### src/rtl/chat_line_editor.sv
// chat_line_editor: turns PS/2 set-2 scan-code bytes into an editable line of
// character indices (0..25 = A..Z, 26 = space), then hands the line to the
// transmit side with a msg_ready/msg_ack handshake.
// Optional build macro: TYPEMATIC_FILTER_EN (drops repeated make codes
// until a break sequence is seen).

// Set-2 make code to letter index decoder.
module scancode_to_index (
  input  logic [7:0] scan,
  output logic       is_letter,
  output logic [4:0] char_index
);
  // Pure lookup; non-letters report is_letter=0 with index 0.
  always_comb begin
    is_letter  = 1'b1;
    char_index = 5'd0;
    case (scan)
      8'h1C: char_index = 5'd0;   8'h32: char_index = 5'd1;
      8'h21: char_index = 5'd2;   8'h23: char_index = 5'd3;
      8'h24: char_index = 5'd4;   8'h2B: char_index = 5'd5;
      8'h34: char_index = 5'd6;   8'h33: char_index = 5'd7;
      8'h43: char_index = 5'd8;   8'h3B: char_index = 5'd9;
      8'h42: char_index = 5'd10;  8'h4B: char_index = 5'd11;
      8'h3A: char_index = 5'd12;  8'h31: char_index = 5'd13;
      8'h44: char_index = 5'd14;  8'h4D: char_index = 5'd15;
      8'h15: char_index = 5'd16;  8'h2D: char_index = 5'd17;
      8'h1B: char_index = 5'd18;  8'h2C: char_index = 5'd19;
      8'h3C: char_index = 5'd20;  8'h2A: char_index = 5'd21;
      8'h1D: char_index = 5'd22;  8'h22: char_index = 5'd23;
      8'h35: char_index = 5'd24;  8'h1A: char_index = 5'd25;
      default: is_letter = 1'b0;
    endcase
  end
endmodule

module chat_line_editor #(
  parameter int MAX_LEN = 32,
  parameter int LEN_W   = $clog2(MAX_LEN+1)
) (
  input  logic                       clk,
  input  logic                       rst,
  input  logic                       kb_valid,
  input  logic [7:0]                 kb_byte,
  input  logic [$clog2(MAX_LEN)-1:0] rd_addr,
  output logic [4:0]                 rd_data,
  output logic [LEN_W-1:0]           line_len,
  output logic                       msg_ready,
  input  logic                       msg_ack,
  output logic                       key_echo,
  output logic [4:0]                 key_echo_idx,
  output logic                       overflow
);
  localparam int AW = $clog2(MAX_LEN);

  typedef enum logic [1:0] {IDLE, BRK, EXT, EXT_BRK} state_t;

  state_t     state_q, state_d;
  logic       is_make, brk_done;
  logic       is_letter, is_space, is_char;
  logic [4:0] char_index, char_code;
  logic       do_make, full, append, drop, bksp, commit, ack;
  logic [4:0] line_buf [MAX_LEN];

  scancode_to_index u_dec (
    .scan       (kb_byte),
    .is_letter  (is_letter),
    .char_index (char_index)
  );

  // Prefix tracker state register.
  always_ff @(posedge clk) begin
    if (rst) state_q <= IDLE;
    else     state_q <= state_d;
  end

  // Prefix next-state; flags plain make codes and completed break sequences.
  always_comb begin
    state_d  = state_q;
    is_make  = 1'b0;
    brk_done = 1'b0;
    if (kb_valid) begin
      case (state_q)
        IDLE: begin
          if      (kb_byte == 8'hE0) state_d = EXT;
          else if (kb_byte == 8'hF0) state_d = BRK;
          else                       is_make = 1'b1;
        end
        BRK: begin
          state_d  = IDLE;
          brk_done = 1'b1;
        end
        EXT: state_d = (kb_byte == 8'hF0) ? EXT_BRK : IDLE;
        EXT_BRK: begin
          state_d  = IDLE;
          brk_done = 1'b1;
        end
        default: state_d = IDLE;
      endcase
    end
  end

`ifdef TYPEMATIC_FILTER_EN
  logic [7:0] last_make;

  // Remember the last make code; a completed break re-arms the filter.
  always_ff @(posedge clk) begin
    if (rst)           last_make <= 8'h00;
    else if (brk_done) last_make <= 8'h00;
    else if (is_make)  last_make <= kb_byte;
  end

  assign do_make = is_make && !msg_ready && (kb_byte != last_make);
`else
  assign do_make = is_make && !msg_ready;
`endif

  // Make-code decode; msg_ready doubles as the lock, so a make code landing
  // in the ack cycle is discarded as well.
  always_comb begin
    is_space  = (kb_byte == 8'h29);
    is_char   = is_letter || is_space;
    char_code = is_space ? 5'd26 : char_index;
    full      = (line_len == LEN_W'(MAX_LEN));
    append    = do_make && is_char && !full;
    drop      = do_make && is_char && full;
    bksp      = do_make && (kb_byte == 8'h66) && (line_len != '0);
    commit    = do_make && (kb_byte == 8'h5A) && (line_len != '0);
    ack       = msg_ack && msg_ready;
  end

  // Line state, lock handshake and echo pulse.
  always_ff @(posedge clk) begin
    if (rst) begin
      line_len     <= '0;
      msg_ready    <= 1'b0;
      key_echo     <= 1'b0;
      key_echo_idx <= 5'd0;
      overflow     <= 1'b0;
    end else begin
      key_echo <= append;
      if (append) key_echo_idx <= char_code;
      if (ack) begin
        line_len  <= '0;
        msg_ready <= 1'b0;
        overflow  <= 1'b0;
      end else begin
        if (append) line_len  <= line_len + LEN_W'(1);
        if (bksp)   line_len  <= line_len - LEN_W'(1);
        if (drop)   overflow  <= 1'b1;
        if (commit) msg_ready <= 1'b1;
      end
    end
  end

  // Character storage; contents need no reset since line_len gates validity.
  always_ff @(posedge clk) begin
    if (append) line_buf[line_len[AW-1:0]] <= char_code;
  end

  assign rd_data = line_buf[rd_addr];

endmodule

### config.mk
export PLATFORM = sky130hd
export DESIGN_NAME = chat_line_editor
export DESIGN_NICKNAME = d
export VERILOG_FILES = /design/src/rtl/chat_line_editor.sv
export SDC_FILE = /design/constraint.sdc
export NUM_CORES = 1
export LEC_CHECK = 0
export CAP_MARGIN = 10
export CORE_MARGIN = 8
export CORE_UTILIZATION = 55
export DETAILED_ROUTE_END_ITERATION = 6
export PLACE_DENSITY = 0.75
export SETUP_SLACK_MARGIN = 0.05
export SLEW_MARGIN = 5
export SYNTH_ARGS = -nofsm -noshare
export SYNTH_HDL_FRONTEND = slang
export SYNTH_HIERARCHICAL = 1
export SYNTH_SLANG_ARGS = --single-unit
export TNS_END_PERCENT = 50
### constraint.sdc
create_clock -name clk -period 7.6 [get_ports clk]
set_clock_uncertainty 0.05 [all_clocks]
set_input_delay 1.14 -clock clk [delete_from_list [all_inputs] [get_ports clk]]
set_output_delay 1.14 -clock clk [all_outputs]
set_load 0.05 [all_outputs]
==> impl_metrics.py, run 1 <==
metrics = {
    "outcome": {
        "status": "complete, no violations",
    },
    "yosys": {
        "synthXorXnorAreaFrac_pct": 0.4471,
        "synth_top_family_by_area": "multiplexers",
        "postSynthNetCount": 487,
        "ys_seq_elements": 176,
        "yosysTopAreaCellShare_pct": 61.31,
        "synth_top_area_cell": "edfxtp_1",
        "muxShareOfSynthArea_pct": 16.29,
        "synth_top_flop_cell": "edfxtp_1",
        "synth_cells": 465,
        "ys_warn_count": 6,
        "synth-edff-count": 160,
        "synth_fa_ha_area_share_pct": 0.8941,
        "yosysSeqAreaShare_pct": 65.40,
        "synth-compound-area-share_pct": 4.343,
        "synthSimpleGateAreaFrac_pct": 10.43,
        "netlist_area_sq_mm": 0.007836,
        "synth.top_cells.by_area": "edfxtp_1, mux4_2, dfxtp_1, nor2_1, mux2i_1",
        "avgSynthCellArea_sq_um": 16.85,
        "yosysUniqueCellTypes": 66,
        "synthArstFlopShare_pct": 0,
    },
    "drt": {
        "via_per_inst": 6.345,
        "drt_first_pass_iters": 5,
        "dr_total_vias": 4397,
        "drc": 0,
        "ant_nets": 0,
        "avgRoutedWirePerCell_um": 24.50,
        "initialDrtViolationCount": 398,
        "drt_wl_total_um": 16980,
    },
    "clock_network": {
        "ctsHoldBuffers": 0,
        "h-tree-depth": 4,
        "cts.clk_slew.worst_paths_ns": 0.06,
        "clock-root-buffer": "clkbuf_16",
        "clock-sinks": 176,
        "cts_resized": 0,
        "cts_buffers": 17,
        "cts_tree": "yes",
        "clk_path_buf_depth": 2,
        "post-cts-setup-buffer-count": 0,
        "insertion_delay_ns": 0.43,
    },
    "setup_path": {
        "required_ns": 6.41,
        "critPathKind": "in2out",
        "path_common_cell": "mux4_2",
        "cp.buffers_inverters": 3,
        "worstPathArrival_ns": 4.38,
        "reg2reg_from": "msg_ready$_SDFFE_PP0P_",
        "critical_path.max_fanout": 28,
        "cp_cell_sequence": "buf_2 > buf_4 > mux4_2 > mux4_2 > mux2_2 > clkdlybuf4s50_1",
        "r2r-end": "line_len[5]$_SDFFE_PP0P_",
        "slowest_stage": "buf_2",
        "worstSetupStartpointType": "input pin",
        "r2r_setup_slack_ns": 4.25,
        "cp_slowest_stage_delay_ns": 0.75,
        "critPathTopFamily": "buffers and inverters",
        "endpoint_kind": "output pin",
        "r2r_cells": 10,
    },
    "die": {
        "io_pins": 36,
        "core_area_sq_mm": 0.01388,
        "die_area_sq_mm": 0.01832,
        "die-width_um": 135.4,
        "start_util_pct": 56.45,
        "die-height_um": 135.4,
        "rows": 43,
    },
    "global_route": {
        "track_usage_pct": 19.33,
        "grt_overflow": 0,
        "grt_pass1_wl_um": 26150,
        "grt_start_max_net_pins": 41,
        "antenna_found_initial": 0,
        "grt_pass1_vias": 4478,
    },
    "place": {
        "place_congestion": 0.8647,
        "placed_cell_area_sq_mm": 0.008302,
        "port_buffers": 35,
        "post-dp-hpwl_um": 11130,
    },
    "sta": {
        "final.min_clock_period_ns": 5.566,
        "rsz0062_at_grt": "no",
        "fmax_mhz": 179.7,
        "finalMaxSlewViolations": 0,
        "final-hold-violation-count": 0,
        "tightest_slew_ns": 1.189,
        "setup_viol": 0,
        "slew_headroom_pct": 20.75,
        "fin_crit_sh_pct": 73.24,
        "tns_ns": 0,
    },
    "pwr": {
        "ir_worst_vdd_uv": 190.1,
        "leakage_nw": 2.887,
        "power_density_mw_per_mm2": 229.7,
    },
    "layout": {
        "syn_to_final_growth_pct": 13.33,
        "layout_commonest_cell": "edfxtp_1",
        "design_area_sq_mm": 0.008881,
        "drive_gt1_share_pct": 20.66,
        "layout_common_cells": "edfxtp_1, mux4_2, nor2_1",
        "diodes": 0,
        "fin_nets": 522,
    },
    "worst_hold_path": {
        "hold_path_end": "key_echo_idx[2]$_SDFFE_PP0P_",
        "holdPathStages": 2,
        "hp-class": "reg2reg",
        "min_from": "key_echo_idx[2]$_SDFFE_PP0P_",
    },
    "flow_run": {
        "maxCapViolCount": 0,
    },
}
==> how the worst max path moves through the flow <==
| stage | slack [ns] | depth (start not counted) | endpoint | from |
|---|---|---|---|---|
| final | 2.03 | 6 | rd_data[0] | rd_addr[0] |
| after global routing | 1.86 | 6 | rd_data[0] | rd_addr[0] |
| after CTS | 1.96 | 6 | rd_data[0] | rd_addr[0] |
| after detailed placement | 1.99 | 6 | rd_data[3] | rd_addr[0] |
| after global placement | 2.06 | 6 | rd_data[3] | rd_addr[0] |
| after floorplan | 3.49 | 5 | rd_data[0] | rd_addr[0] |
==> Yosys cell counts, drive strengths merged, types with 5 or more instances <==
cell	n
nand4	6
buf	18
edfxtp	160
nor3	9
inv	6
nand3b	5
mux2i	9
nor4b	5
a21oi	10
clkbuf	7
o21ai	8
nor2	51
nand2	13
nor3b	5
mux2	5
dfxtp	16
nand3	10
nand2b	8
mux4	50
nor2b	8
==> registers in the layout, indices dropped and copies added (netlist names) <==
register / flops
line_buf: 160
line_len: 6
msg_ready: 1
key_echo_idx: 5
overflow: 1
key_echo: 1
state_q: 2
==> report_power, final <==
part | internal, W | switching (W)
Clock | 0.000514 | 0.000341
Sequential | 0.00105 | 0.00000144
Combinational | 0.0000558 | 0.0000766
==> worst reg2reg max path, delay by kind of cell, from the launching register on <==
family / cells / cell delay, ns
compound gates: 4 / 0.96
simple gates: 5 / 1.53
flops: 1 / 0.35
fa+ha+maj: 1 / 0.34
==> kinds of logic after synthesis <==
group / Yosys count
compound gates: 45
buf+inv: 31
xor+xnor: 4
flops: 176
fa+ha+maj: 5
simple gates: 140
mux: 64
==> per-stage QoR <==
step | setup slack [ns] | hold WS, ns | utilization, % | total power (W) | instances
5_1_grt | 1.864 | 0.5004 | 63.98 | 0.002088 | 693
4_1_cts | 1.959 | 0.4597 | 63.98 | 0.002051 | 693
3_3_place_gp | 2.062 | 0.4304 | 59.81 | 0.001201 | 661
2_1_floorplan | 3.492 | 0.4217 | - | 0.001164 | 465
6_report | 2.034 | 0.4545 | 63.98 | 0.002040 | 693
3_5_place_dp | 1.986 | 0.4425 | 59.81 | 0.001205 | 661
==> area by class of cell <==
| type | instances | area, sq um |
|---|---|---|
| Clock inverter | 11 | 138.9 |
| Sequential cell | 176 | 5125 |
| Timing Repair Buffer | 41 | 390.4 |
| Fill cell | 921 | 5000 |
| Tap cell | 180 | 225.2 |
| Inverter | 6 | 22.52 |
| Multi-Input combinational cell | 258 | 2539 |
| Clock buffer | 21 | 440.4 |
==> metal layers <==
layer | global-route usage [%] | part of all wire, % | vias to the layer above
met2 | 31.36 | 51 | 183
met1 | 24.18 | 40 | 2231
met5 | 0 | 0 | -
li1 | - | - | 1950
met4 | 8.020 | 2.4 | 0
met3 | 5.193 | 6.6 | 33
Power figures use the tool's default switching activity.
==> run 2: changes to the inputs <==
--- a/config.mk
+++ b/config.mk
@@ -7,9 +7,9 @@
 export LEC_CHECK = 0
 export CAP_MARGIN = 10
 export CORE_MARGIN = 8
-export CORE_UTILIZATION = 55
+export CORE_UTILIZATION = 54
 export DETAILED_ROUTE_END_ITERATION = 6
-export PLACE_DENSITY = 0.75
+export PLACE_DENSITY = 0.76
 export SETUP_SLACK_MARGIN = 0.05
 export SLEW_MARGIN = 5
 export SYNTH_ARGS = -nofsm -noshare
==> constraint.sdc (replaced) <==
create_clock -name clk -period 4.54 [get_ports clk]
set_clock_uncertainty 0.05 [all_clocks]
set_input_delay 0.681 -clock clk [delete_from_list [all_inputs] [get_ports clk]]
set_output_delay 0.681 -clock clk [all_outputs]
set_load 0.05 [all_outputs]
==> run 2 against run 1 <==
Highest routed layer unchanged. Core utilization shrank 0.64 points. Total power rose by 67%. Largest cell class unchanged. Critical path depth did not move.
==> impl_metrics.py, run 2 (same netlist as run 1, synthesis figures left out) <==
metrics = {
    "place": {
        "port_buffers": 35,
        "dp_slack_ns": 0.5180,
        "place_congestion": 0.8823,
        "post-dp-hpwl_um": 11030,
    },
    "drt": {
        "drc": 0,
        "drt_first_pass_iters": 5,
        "dr_total_vias": 4459,
        "avgRoutedWirePerCell_um": 23.11,
        "initialDrtViolationCount": 481,
        "via_per_inst": 6.176,
        "drt_wl_total_um": 16680,
        "ant_nets": 0,
    },
    "die": {
        "start_util_pct": 54.54,
        "die_area_sq_mm": 0.01862,
        "die-height_um": 136.5,
        "io_pins": 36,
        "die-width_um": 136.5,
        "core_area_sq_mm": 0.01437,
        "rows": 44,
    },
    "layout": {
        "syn_to_final_growth_pct": 16.14,
        "layout_common_cells": "edfxtp_1, mux4_2, nor2_1",
        "drive_gt1_share_pct": 25.28,
        "nFillCells": 953,
        "diodes": 0,
        "layout_commonest_cell": "edfxtp_1",
        "final_util_pct": 63.34,
        "largest_reg_flops": 160,
        "fin_nets": 547,
    },
    "sta": {
        "setup_viol": 0,
        "setup_ws_ns": 0.5957,
        "tns_ns": 0,
        "rsz0062_at_grt": "no",
        "slew_headroom_pct": 54.94,
        "final.min_clock_period_ns": 3.944,
        "tightest_slew_ns": 0.6759,
        "finalMaxSlewViolations": 0,
        "fin_crit_sh_pct": 86.88,
        "fmax_mhz": 253.5,
        "final-hold-violation-count": 0,
    },
    "clock_network": {
        "cts_resized": 0,
        "clock-sinks": 176,
        "clock-root-buffer": "clkbuf_16",
        "cts_buffers": 17,
        "post-cts-setup-buffer-count": 0,
        "clk_path_buf_depth": 2,
        "cts.clk_slew.worst_paths_ns": 0.06,
        "cts_tree": "yes",
        "ctsHoldBuffers": 0,
        "insertion_delay_ns": 0.42,
        "h-tree-depth": 4,
    },
    "global_route": {
        "track_usage_pct": 19.16,
        "antenna_found_initial": 0,
        "grt_pass1_wl_um": 26250,
        "grt_pass1_vias": 4582,
        "grt_overflow": 0,
        "grt_start_max_net_pins": 41,
    },
    "setup_path": {
        "worstPathArrival_ns": 3.21,
        "required_ns": 3.81,
        "worstSetupStartpointType": "input pin",
        "critPathKind": "in2out",
        "critical_path.max_fanout": 40,
        "endpoint_kind": "output pin",
    },
    "pwr": {
        "power_density_mw_per_mm2": 375.1,
        "power.internal_w": 0.002712,
        "pwr-share-seq_pct": 51.6,
        "p_sw_share_pct": 20.55,
        "leakage_nw": 3.034,
        "ir_worst_vdd_uv": 257.1,
        "p_clk_share_pct": 41.6,
        "p_sw_w": 0.0007013,
        "p_comb_share_pct": 6.8,
    },
    "worst_hold_path": {
        "hp-class": "reg2reg",
    },
    "outcome": {
        "status": "complete, no violations",
    },
    "flow_run": {
        "maxCapViolCount": 0,
    },
}
## run 2: layout make-up
type                       instances  area (sq um)  area share, %
multi-input combinational        258          2541          27.92
tap                              184         230.2          2.530
timing repair buffer              66         598.1          6.571
inverter                           6         22.52         0.2475
clock inverter                     9         106.4          1.169
clock buffer                      23         478.0          5.252
sequential                       176          5125          56.31
## run 2: power groups by stage
| stage | clock, W | combinational, W | sequential (W) |
|---|---|---|---|
| floorplan | 0 | 0.000149 | 0.00180 |
| global placement | 0 | 0.000229 | 0.00180 |
| detailed placement | 0 | 0.000232 | 0.00180 |
| CTS | 0.00144 | 0.000233 | 0.00176 |
| global route | 0.00150 | 0.000247 | 0.00176 |
| finish | 0.00142 | 0.000233 | 0.00176 |
## run 2: path summary, 6_finish.rpt
kind                                   to  slack, ns                    startpoint  cells after the start
max reg2reg      line_len[5]$_SDFFE_PP0P_       1.44      line_len[2]$_SDFFE_PP0P_                     11
min reg2reg  key_echo_idx[1]$_SDFFE_PP0P_       0.46  key_echo_idx[1]$_SDFFE_PP0P_                      2
max                            rd_data[0]       0.60                    rd_addr[0]                      6
min          key_echo_idx[1]$_SDFFE_PP0P_       0.46  key_echo_idx[1]$_SDFFE_PP0P_                      2
## run 2: stage by stage
stage | power (W) | instance area (sq um) | cells | hold WS, ns
2_1_floorplan | 0.001949 | 7836 | 465 | 0.4217
4_1_cts | 0.003430 | 9099 | 722 | 0.4608
6_report | 0.003414 | 9101 | 722 | 0.4588
3_5_place_dp | 0.002029 | 8514 | 690 | 0.4488
5_1_grt | 0.003511 | 9101 | 722 | 0.4742
3_3_place_gp | 0.002025 | 8514 | 690 | 0.4328
## run 2: routing by layer
metal  vias up  share of wire, %  wire [um]  global-route usage (%)
met5         -                 0          0                       0
met4         0               2.4        401                   7.871
met3        27               4.4        741                   3.585
met2       149                52       8709                   31.74
met1      2290                41       6830                   24.36
li1       1993                 -          -                       -
## run 2: critical path: stages
cell and delay (ns):
buf_2 0.11, buf_12 0.29, mux4_2 0.59, mux4_2 0.51
mux2_2 0.29, clkdlybuf4s50_1 0.70
==> run 3: changes to the inputs <==
--- a/config.mk
+++ b/config.mk
@@ -6,7 +6,6 @@
 export NUM_CORES = 1
 export LEC_CHECK = 0
 export CAP_MARGIN = 10
-export CORE_MARGIN = 8
 export CORE_UTILIZATION = 54
 export DETAILED_ROUTE_END_ITERATION = 6
 export PLACE_DENSITY = 0.76
==> constraint.sdc (replaced) <==
create_clock -name clk -period 3.6 [get_ports clk]
set_clock_uncertainty 0.05 [all_clocks]
set_input_delay 0.54 -clock clk [delete_from_list [all_inputs] [get_ports clk]]
set_output_delay 0.54 -clock clk [all_outputs]
set_load 0.05 [all_outputs]
==> run 3 against run 2 <==
Core utilization increased by 2.8 points. Clock power rose by 18%. Wire length down 0.59%. Worst hold slack improved by 0.00067 ns. Critical endpoint unchanged. Largest power group unchanged.
==> impl_metrics.py, run 3 (same netlist as run 1, synthesis figures left out) <==
metrics = {
    "outcome": {
        "status": "complete, no violations",
    },
    "pwr": {
        "power_density_mw_per_mm2": 451.2,
        "leakage_nw": 3.185,
        "ir_worst_vdd_uv": 337.6,
    },
    "clock_network": {
        "cts_buffers": 17,
        "ctsHoldBuffers": 0,
        "cts_tree": "yes",
        "post-cts-setup-buffer-count": 0,
        "insertion_delay_ns": 0.42,
        "cts_resized": 0,
        "cts.clk_slew.worst_paths_ns": 0.07,
        "clock-sinks": 176,
        "h-tree-depth": 4,
        "clock-root-buffer": "clkbuf_16",
        "clk_path_buf_depth": 2,
    },
    "global_route": {
        "grt_pass1_vias": 4627,
        "grt_start_max_net_pins": 41,
        "grt_overflow": 0,
        "track_usage_pct": 24.19,
        "antenna_found_initial": 0,
        "grt_pass1_wl_um": 25760,
    },
    "place": {
        "post-dp-hpwl_um": 10720,
        "port_buffers": 35,
        "place_congestion": 0.9580,
        "placed_cells": 719,
    },
    "sta": {
        "fin_crit_sh_pct": 92.54,
        "setup_viol": 0,
        "tns_ns": 0,
        "fmax_mhz": 300.2,
        "final.min_clock_period_ns": 3.331,
        "rsz0062_at_grt": "no",
        "finalMaxSlewViolations": 0,
        "slew_headroom_pct": 63.90,
        "final-hold-violation-count": 0,
        "tightest_slew_ns": 0.5397,
    },
    "die": {
        "rows": 43,
        "io_pins": 36,
        "die-width_um": 122.5,
        "start_util_pct": 55.81,
        "die_area_sq_mm": 0.01500,
        "core_area_sq_mm": 0.01404,
        "die-height_um": 122.5,
    },
    "worst_hold_path": {
        "hp-class": "reg2reg",
    },
    "drt": {
        "ant_nets": 0,
        "drt_first_pass_iters": 5,
        "via_per_inst": 6.129,
        "drt_wl_total_um": 16590,
        "initialDrtViolationCount": 432,
        "avgRoutedWirePerCell_um": 22.11,
        "drc": 0,
        "dr_total_vias": 4597,
    },
    "setup_path": {
        "worstSetupStartpointType": "input pin",
        "endpoint_kind": "output pin",
        "worstPathArrival_ns": 2.74,
        "required_ns": 3.01,
        "critical_path.max_fanout": 40,
        "critPathKind": "in2out",
    },
    "layout": {
        "syn_to_final_growth_pct": 18.46,
        "layout_common_cells": "edfxtp_1, buf_4, mux4_2, nor2_1, clkdlybuf4s50_1",
        "fin_nets": 580,
        "largest_reg_flops": 160,
        "layout_commonest_cell": "edfxtp_1",
        "stdcell_count": 750,
        "drive_gt1_share_pct": 30.18,
        "diodes": 0,
    },
    "flow_run": {
        "maxCapViolCount": 0,
    },
}
[run 3: critical path: stages]
cell	delay, ns
clkdlybuf4s50_1	0.51
buf_12	0.24
mux4_2	0.39
mux4_2	0.51
mux2_2	0.30
buf_4	0.19
[run 3: final timing paths]
check / startpoint / endpoint / slack (ns) / depth (start not counted)
worst min-delay path: key_echo_idx[4]$_SDFFE_PP0P_ / key_echo_idx[4]$_SDFFE_PP0P_ / 0.46 / 2
worst max register to register: line_len[2]$_SDFFE_PP0P_ / line_len[5]$_SDFFE_PP0P_ / 0.56 / 10
worst max-delay path: rd_addr[1] / rd_data[0] / 0.27 / 6
worst min register to register: key_echo_idx[4]$_SDFFE_PP0P_ / key_echo_idx[4]$_SDFFE_PP0P_ / 0.46 / 2
[run 3: metrics by stage]
step	hold slack [ns]	area (sq um)	setup slack [ns]	total power, W	util, %
detailed placement	0.4402	8750	0.05999	0.002562	62.31
finish	0.4594	9283	0.2685	0.004188	66.11
global placement	0.4256	8750	0.1790	0.002555	62.31
CTS	0.4628	9283	0.2728	0.004217	66.11
floorplan	0.4217	7836	0.5412	0.002458	-
global route	0.4923	9283	0.1648	0.004304	66.11
[run 3: power by group]
part           switching [W]  total (W)  leakage [nW]  internal [W]
Clock               0.000778    0.00167         0.254      0.000891
Combinational       0.000167   0.000299          1.30      0.000132
Sequential        0.00000309    0.00222          1.63       0.00222
Total               0.000948    0.00419          3.18       0.00324
[run 3: area by class of cell]
cell class                      instances  area [sq um]
Clock inverter                         13         103.9
Tap cell                              180         225.2
Clock buffer                           18         429.2
Fill cell                             929          4760
Sequential cell                       176          5125
Multi-Input combinational cell        258          2539
Inverter                                6         22.52
Timing Repair Buffer                   99         838.3
[run 3: metal layers]
metal | GRT usage (%) | share of wire (%)
met1 | 32.67 | 42
met2 | 38.80 | 49
met3 | 5.112 | 6.7
met4 | 9.146 | 1.8
met5 | 0 | 0
